## config.mk

```make
export PLATFORM = sky130hd
export DESIGN_NAME = atm_transaction_flat
export DESIGN_NICKNAME = d
export VERILOG_FILES = /design/src/rtl/atm_transaction_pkg.sv /design/src/rtl/atm_transaction_if.sv /design/src/rtl/atm_transaction_pin_attempt_counter.sv /design/src/rtl/atm_transaction.sv /design/src/flat_wrapper.sv
export SDC_FILE = /design/constraint.sdc
export NUM_CORES = 1
export LEC_CHECK = 0
export BUFFER_PORTS_ARGS = -buffer_cell sky130_fd_sc_hd__buf_2
export CAP_MARGIN = 20
export CORE_ASPECT_RATIO = 0.8
export CORE_MARGIN = 2
export CORE_UTILIZATION = 45
export CTS_CLUSTER_DIAMETER = 120
export DETAILED_ROUTE_END_ITERATION = 8
export PLACE_DENSITY_LB_ADDON = 0.2
export SLEW_MARGIN = 20
export SYNTH_ARGS = -nofsm -noshare
export SYNTH_HDL_FRONTEND = slang
export SYNTH_HIERARCHICAL = 1
export SYNTH_SLANG_ARGS = --single-unit
```

## constraint.sdc

```tcl
create_clock -name clk -period 4.86 [get_ports clk]
set_clock_uncertainty 0.15 [all_clocks]
set_input_delay 0.972 -clock clk [delete_from_list [all_inputs] [get_ports clk]]
set_output_delay 0.972 -clock clk [all_outputs]
set_load 0.1 [all_outputs]
```

## src/rtl/atm_transaction_pkg.sv

```systemverilog
// Shared types and constants for the ATM session/transaction controller.
package atm_transaction_pkg;

    typedef enum logic [2:0] {
        IDLE   = 3'd0,
        AUTH   = 3'd1,
        CHK    = 3'd2,
        READY  = 3'd3,
        EXEC   = 3'd4,
        DONE   = 3'd5,
        LOCKED = 3'd6
    } atm_state_t;

    typedef enum logic [1:0] {
        OP_INQ = 2'b00,
        OP_WD  = 2'b01,
        OP_DEP = 2'b10,
        OP_ILL = 2'b11
    } op_t;

    localparam logic [2:0] ERR_NONE  = 3'd0;
    localparam logic [2:0] ERR_INSUF = 3'd1;
    localparam logic [2:0] ERR_OVF   = 3'd2;
    localparam logic [2:0] ERR_ILL   = 3'd3;
    localparam logic [2:0] ERR_LIMIT = 3'd4;

    // An authenticated session is open in these states.
    function automatic logic is_session_state(input atm_state_t s);
        return (s == READY) || (s == EXEC) || (s == DONE);
    endfunction

endpackage

```

## src/rtl/atm_transaction_if.sv

```systemverilog
// Bus between cardhandling / user panel and the transaction controller.
interface atm_transaction_if #(
    parameter int unsigned BW = 20
) ();

    logic          card_in;
    logic          pin_entered;
    logic          wrong_psw;
    logic [BW-1:0] balance;
    logic          op_valid;
    logic [1:0]    op_sel;
    logic [BW-1:0] amount;
    logic [BW-1:0] updated_balance;
    logic          op_done;
    logic          authorized;
    logic          card_retained;
    logic [2:0]    err_code;

    modport master (
        output card_in, pin_entered, wrong_psw, balance, op_valid, op_sel, amount,
        input  updated_balance, op_done, authorized, card_retained, err_code
    );

    modport slave (
        input  card_in, pin_entered, wrong_psw, balance, op_valid, op_sel, amount,
        output updated_balance, op_done, authorized, card_retained, err_code
    );

endinterface

```

## src/rtl/atm_transaction_pin_attempt_counter.sv

```systemverilog
// Saturating wrong-PIN counter; final_try_o flags that one more miss reaches max_tries.
module atm_transaction_pin_attempt_counter #(
    parameter int unsigned MAX_TRIES = 3
) (
    input  logic clk,
    input  logic rst,
    input  logic clr_i,
    input  logic inc_i,
    output logic final_try_o
);

    localparam logic [2:0] MAX_C = 3'(MAX_TRIES);

    logic [2:0] count_q;

    // Attempt count register: clear has priority over increment, saturates at max.
    always_ff @(posedge clk or negedge rst) begin
        if (!rst) begin
            count_q <= 3'd0;
        end else if (clr_i) begin
            count_q <= 3'd0;
        end else if (inc_i && (count_q != MAX_C)) begin
            count_q <= count_q + 3'd1;
        end else begin
            count_q <= count_q;
        end
    end

    assign final_try_o = (count_q == (MAX_C - 3'd1));

endmodule

```

## src/rtl/atm_transaction.sv

```systemverilog
// Session/transaction controller downstream of cardhandling.
// Optional per-session withdrawal cap enabled by defining DAILY_LIMIT_EN.
module atm_transaction
    import atm_transaction_pkg::*;
#(
    parameter int unsigned               balance_width = 20,
    parameter int unsigned               max_tries     = 3,
    parameter logic [balance_width-1:0]  wd_limit      = 20'd5000
) (
    input  logic               clk,
    input  logic               rst,
    atm_transaction_if.slave   bus
);

    localparam int unsigned BW = balance_width;

    atm_state_t    state_q, state_d;
    op_t           op_q, op_d;
    logic [BW-1:0] amount_q, amount_d;
    logic [BW-1:0] result_q, result_d;
    logic [2:0]    err_q, err_d;
    logic          op_done_q;
    logic          authorized_q;
    logic          retained_q;

    logic          cnt_clr_s;
    logic          cnt_inc_s;
    logic          final_try_s;
    logic [BW:0]   dep_sum_s;

`ifdef DAILY_LIMIT_EN
    logic [BW:0]   wd_sum_q, wd_sum_d;
    logic [BW+1:0] wd_total_s;

    assign wd_total_s = {1'b0, wd_sum_q} + {2'b00, amount_q};
`else
    logic          unused_wd_limit_s;

    assign unused_wd_limit_s = ^wd_limit;
`endif

    assign dep_sum_s = {1'b0, bus.balance} + {1'b0, amount_q};

    atm_transaction_pin_attempt_counter #(
        .MAX_TRIES (max_tries)
    ) u_pin_cnt (
        .clk         (clk),
        .rst         (rst),
        .clr_i       (cnt_clr_s),
        .inc_i       (cnt_inc_s),
        .final_try_o (final_try_s)
    );

    // Next-state and datapath; card removal aborts any session state.
    always_comb begin
        state_d   = state_q;
        op_d      = op_q;
        amount_d  = amount_q;
        result_d  = result_q;
        err_d     = err_q;
        cnt_clr_s = 1'b0;
        cnt_inc_s = 1'b0;
`ifdef DAILY_LIMIT_EN
        wd_sum_d  = wd_sum_q;
`endif
        case (state_q)
            IDLE: begin
                cnt_clr_s = 1'b1;
`ifdef DAILY_LIMIT_EN
                wd_sum_d  = '0;
`endif
                if (bus.card_in) begin
                    state_d = AUTH;
                    err_d   = ERR_NONE;
                end else begin
                    state_d = IDLE;
                end
            end
            AUTH: begin
                if (!bus.card_in) begin
                    state_d = IDLE;
                end else if (bus.pin_entered) begin
                    state_d = CHK;
                end else begin
                    state_d = AUTH;
                end
            end
            CHK: begin
                if (!bus.card_in) begin
                    state_d = IDLE;
                end else if (!bus.wrong_psw) begin
                    state_d = READY;
                end else begin
                    cnt_inc_s = 1'b1;
                    state_d   = final_try_s ? LOCKED : AUTH;
                end
            end
            READY: begin
                if (!bus.card_in) begin
                    state_d = IDLE;
                end else if (bus.op_valid) begin
                    op_d     = op_t'(bus.op_sel);
                    amount_d = bus.amount;
                    err_d    = ERR_NONE;
                    state_d  = EXEC;
                end else begin
                    state_d = READY;
                end
            end
            EXEC: begin
                if (!bus.card_in) begin
                    state_d = IDLE;
                end else begin
                    state_d  = DONE;
                    result_d = bus.balance;
                    case (op_q)
                        OP_INQ: begin
                            err_d = ERR_NONE;
                        end
                        OP_WD: begin
                            // Insufficient funds takes priority over the session cap.
                            if (amount_q > bus.balance) begin
                                err_d = ERR_INSUF;
`ifdef DAILY_LIMIT_EN
                            end else if (wd_total_s > {2'b00, wd_limit}) begin
                                err_d = ERR_LIMIT;
`endif
                            end else begin
                                result_d = bus.balance - amount_q;
`ifdef DAILY_LIMIT_EN
                                wd_sum_d = wd_total_s[BW:0];
`endif
                            end
                        end
                        OP_DEP: begin
                            if (dep_sum_s[BW]) begin
                                err_d = ERR_OVF;
                            end else begin
                                result_d = dep_sum_s[BW-1:0];
                            end
                        end
                        OP_ILL: begin
                            err_d = ERR_ILL;
                        end
                        default: begin
                            err_d = ERR_ILL;
                        end
                    endcase
                end
            end
            DONE: begin
                state_d = bus.card_in ? READY : IDLE;
            end
            LOCKED: begin
                state_d = bus.card_in ? LOCKED : IDLE;
            end
            default: begin
                state_d = IDLE;
            end
        endcase
    end

    // State, datapath and output registers; outputs track the state being entered.
    always_ff @(posedge clk or negedge rst) begin
        if (!rst) begin
            state_q      <= IDLE;
            op_q         <= OP_INQ;
            amount_q     <= '0;
            result_q     <= '0;
            err_q        <= ERR_NONE;
            op_done_q    <= 1'b0;
            authorized_q <= 1'b0;
            retained_q   <= 1'b0;
`ifdef DAILY_LIMIT_EN
            wd_sum_q     <= '0;
`endif
        end else begin
            state_q      <= state_d;
            op_q         <= op_d;
            amount_q     <= amount_d;
            result_q     <= result_d;
            err_q        <= err_d;
            op_done_q    <= (state_d == DONE);
            authorized_q <= is_session_state(state_d);
            retained_q   <= (state_d == LOCKED);
`ifdef DAILY_LIMIT_EN
            wd_sum_q     <= wd_sum_d;
`endif
        end
    end

    // Outside DONE the write-back simply returns the balance it was given.
    assign bus.updated_balance = (state_q == DONE) ? result_q : bus.balance;
    assign bus.op_done         = op_done_q;
    assign bus.authorized      = authorized_q;
    assign bus.card_retained   = retained_q;
    assign bus.err_code        = err_q;

endmodule

```

## src/flat_wrapper.sv

```systemverilog
// flat-port wrapper written by rule: the top's interface ports become plain ports
module atm_transaction_flat import atm_transaction_pkg::*;
#(
    parameter int unsigned               balance_width = 20,
    parameter int unsigned               max_tries     = 3,
    parameter logic [balance_width-1:0]  wd_limit      = 20'd5000
)
  (clk, rst, bus_card_in, bus_pin_entered, bus_wrong_psw, bus_balance, bus_op_valid, bus_op_sel, bus_amount, bus_updated_balance, bus_op_done, bus_authorized, bus_card_retained, bus_err_code);
  atm_transaction_if #(.BW(20)) bus_i ();
  input  logic clk;
  input  logic rst;
  input wire logic [$bits(bus_i.card_in)-1:0] bus_card_in;
  input wire logic [$bits(bus_i.pin_entered)-1:0] bus_pin_entered;
  input wire logic [$bits(bus_i.wrong_psw)-1:0] bus_wrong_psw;
  input wire logic [$bits(bus_i.balance)-1:0] bus_balance;
  input wire logic [$bits(bus_i.op_valid)-1:0] bus_op_valid;
  input wire logic [$bits(bus_i.op_sel)-1:0] bus_op_sel;
  input wire logic [$bits(bus_i.amount)-1:0] bus_amount;
  output wire logic [$bits(bus_i.updated_balance)-1:0] bus_updated_balance;
  output wire logic [$bits(bus_i.op_done)-1:0] bus_op_done;
  output wire logic [$bits(bus_i.authorized)-1:0] bus_authorized;
  output wire logic [$bits(bus_i.card_retained)-1:0] bus_card_retained;
  output wire logic [$bits(bus_i.err_code)-1:0] bus_err_code;
  assign bus_i.card_in = bus_card_in;
  assign bus_i.pin_entered = bus_pin_entered;
  assign bus_i.wrong_psw = bus_wrong_psw;
  assign bus_i.balance = bus_balance;
  assign bus_i.op_valid = bus_op_valid;
  assign bus_i.op_sel = bus_op_sel;
  assign bus_i.amount = bus_amount;
  assign bus_updated_balance = bus_i.updated_balance;
  assign bus_op_done = bus_i.op_done;
  assign bus_authorized = bus_i.authorized;
  assign bus_card_retained = bus_i.card_retained;
  assign bus_err_code = bus_i.err_code;
  atm_transaction #(.balance_width(balance_width), .max_tries(max_tries), .wd_limit(wd_limit)) u_core (.clk(clk), .rst(rst), .bus(bus_i));
endmodule
```

==> out/qor.csv <==
metric,value,unit
actual slew at the worst max-slew pin,1.11,ns
Root Buffer,clkbuf_16,
Synth Warn #,6,
first-pass GRT wire length,23000,um
leakage power,2.57,nW
met2 WL post-DR,6320,um
drt first pass iters,6,
Hold WS,0.353,ns
min-delay worst type,flip-flop to flip-flop,
Final TNS setup,0,ns
post-synthesis average cell area,8.69,um^2
ratio of cells with drive above 1 in the final layout,23.1,%
post-CTS setup buffer count,0,
Clock Tree Buf Depth,2,
Post-Syn Area,4890,um^2
Area Overhead vs Synth,12.2,%
relative slew slack,25.9,%
die width,121,um
"EDFF count, synth",0,
H-tree depth,2,
fill cell count,1071,
count of pins over their slew limit,0,
Worst-Skew Late Latency,0.30,ns
via count,4520,
num rows,34,
vias in the first global route,4481,
"most common cell after layout, fill and taps aside",buf_2,
peak fanout along the critical path,14,
CP arrival,3.96,ns
core footprint,10700,um^2
M1 wire length,6510,um
cts hold-fix bufs,0,
outcome,"complete, no violations",
Hold Fails Final Rpt,0,
Routed Antenna Nets,0,
Routed WL,13800,um
Top Layer Used,met4,
fmax,255,MHz
Routed met3 length,867,um
residual DRC count,0,
GP Congestion,0.956,
unrepaired setup endpoints after global routing,false,
Setup Viol. Count Final,0,
CP startpoint kind,input port,
VDD IR max,162,uV
ant diodes,0,
CP required,4.90,ns
Initial Util,45.6,%
"Top FF cell, synth",dfrtp_1,
Synth Instances,563,
grt total ovfl,0,
"Async S/R FF share, synth",100,%
period utilization,80.8,%
"Reg clk slew, reported paths",0.07,ns
largest net degree at the start of global routing,54,
height of the die,97.3,um
CTS resizes,0,
Reg area,1330,um^2
WL/cell,18.1,um
pwr/cell area,365,nW/um^2
antenna violations before repair,0,
Post-Syn Nets,660,
maxcap violations,0,
post-synthesis sequential area ratio,27.1,%
Post-DP HPWL,10200,um
Multi-input gate area,3260,um^2
# nets final,715,
clock sink count,53,
Iteration-0 DRC Markers,345,
Crit. End Element,flip-flop,
io pins,74,
Cell variety after synth,74,
number of CTS-inserted buffers,5,
Final min period,3.92,ns
"commonest non-fill, non-tap cells in the layout","buf_2, dfrtp_1, ha_1, inv_1, a21oi_1",
Port Buffers,72,
number of synthesized register bits,53,
CTS tree,yes,
GR Util All Layers,24.4,%
via/cell ratio,5.92,
CP Class,input port to flip-flop,
DIE AREA,11700,um^2
cells in the mapped netlist (all sizes together) (5+ instances only):
master / instances / area (um^2)
a21o: 12 / 90.1
a21oi: 46 / 238
a31oi: 15 / 93.8
and2: 5 / 31.3
and3: 6 / 37.5
buf: 13 / 73.8
clkbuf: 17 / 63.8
dfrtp: 53 / 1330
ha: 47 / 588
inv: 45 / 169
mux2: 44 / 495
mux2i: 6 / 60.1
nand2: 36 / 135
nand2b: 8 / 50.1
nand3: 15 / 75.1
nand4: 9 / 56.3
nor2: 43 / 161
nor2b: 12 / 75.1
nor3: 8 / 40.0
o211ai: 8 / 60.1
o21ai: 17 / 88.8
o221ai: 8 / 70.1
o31ai: 8 / 65.1
xnor2: 11 / 96.3
stage by stage:
step | util, % | cells | area, um^2 | total power, mW | setup slack, ns
final | 51.2 | 763 | 5490 | 2.00 | 0.935
after global routing | 51.2 | 763 | 5490 | 2.14 | 0.597
after CTS | 51.2 | 763 | 5490 | 2.00 | 0.961
after detailed placement | 49.8 | 755 | 5340 | 1.62 | 0.636
after global placement | 49.8 | 755 | 5340 | 1.60 | 0.722
after floorplan | - | 563 | 4890 | 1.37 | 1.31
path summary, 6_finish.rpt:
| check | start | end | slack, ns | cells after the start |
|---|---|---|---|---|
| setup / recovery | bus_balance[0] | u_core/result_q[1] | 0.94 | 13 |
| hold / removal | u_core/result_q[14] | u_core/result_q[14] | 0.35 | 2 |
| setup reg to reg | u_core/amount_q[0] | u_core/result_q[1] | 1.36 | 11 |
| hold reg to reg | u_core/result_q[14] | u_core/result_q[14] | 0.35 | 2 |
| max in group asynchronous | rst | u_core/result_q[1] | 3.44 | 2 |
| min in group asynchronous | rst | u_core/result_q[9] | 0.65 | 2 |
report_power, final:
part	leakage [nW]	internal (mW)	switching, mW
sequential	0.705	0.515	0.0548
combinational	1.79	0.382	0.679
clock	0.0738	0.193	0.178
critical path, stage by stage:
cell and delay, ns:
buf_2 0.12, inv_1 0.05, ha_1 0.22, fa_1 0.39, nor2b_1 0.18, o2111ai_1 0.17
a21oi_2 0.22, a21oi_2 0.12, a31o_1 0.25, or3_1 0.62, buf_4 0.29, a221oi_1 0.29
nor2_1 0.06
metal layers:
metal	vias up	GRT usage, %
li1	2169	-
met1	2169	34.6
met2	172	38.6
met3	10	4.40
met4	0	5.55
met5	-	0
flip-flops by register name, indices dropped and copies added, names as in the netlist, 2 cells and up:
| name | flops |
|---|---|
| u_core/u_pin_cnt/count_q | 3 |
| u_core/result_q | 20 |
| u_core/op_q | 2 |
| u_core/amount_q | 20 |
| u_core/bus.err_code | 2 |
| u_core/state_q | 3 |
kinds of logic after synthesis:
| kind of cell | share of synthesized area (%) |
|---|---|
| AOI/OAI and AO/OA | 23.8 |
| xor gates and xnor gates | 1.97 |
| adders and majority gates | 12.8 |
| buffers and inverters | 6.34 |
| DFF | 27.1 |
| muxes | 11.4 |
| other | 0.0767 |
| and+or+nand+nor | 16.5 |
area by class of cell:
cell class              instances  area share, %
clock buffers                   5           2.28
clock inverters                 3          0.410
flip-flops and latches         53           24.2
multi-input cells             434           59.3
well taps                     144           3.28
repair buffers                 78           7.39
inverters                      46           3.15
Note: power is estimated with default switching activity, not from simulation.
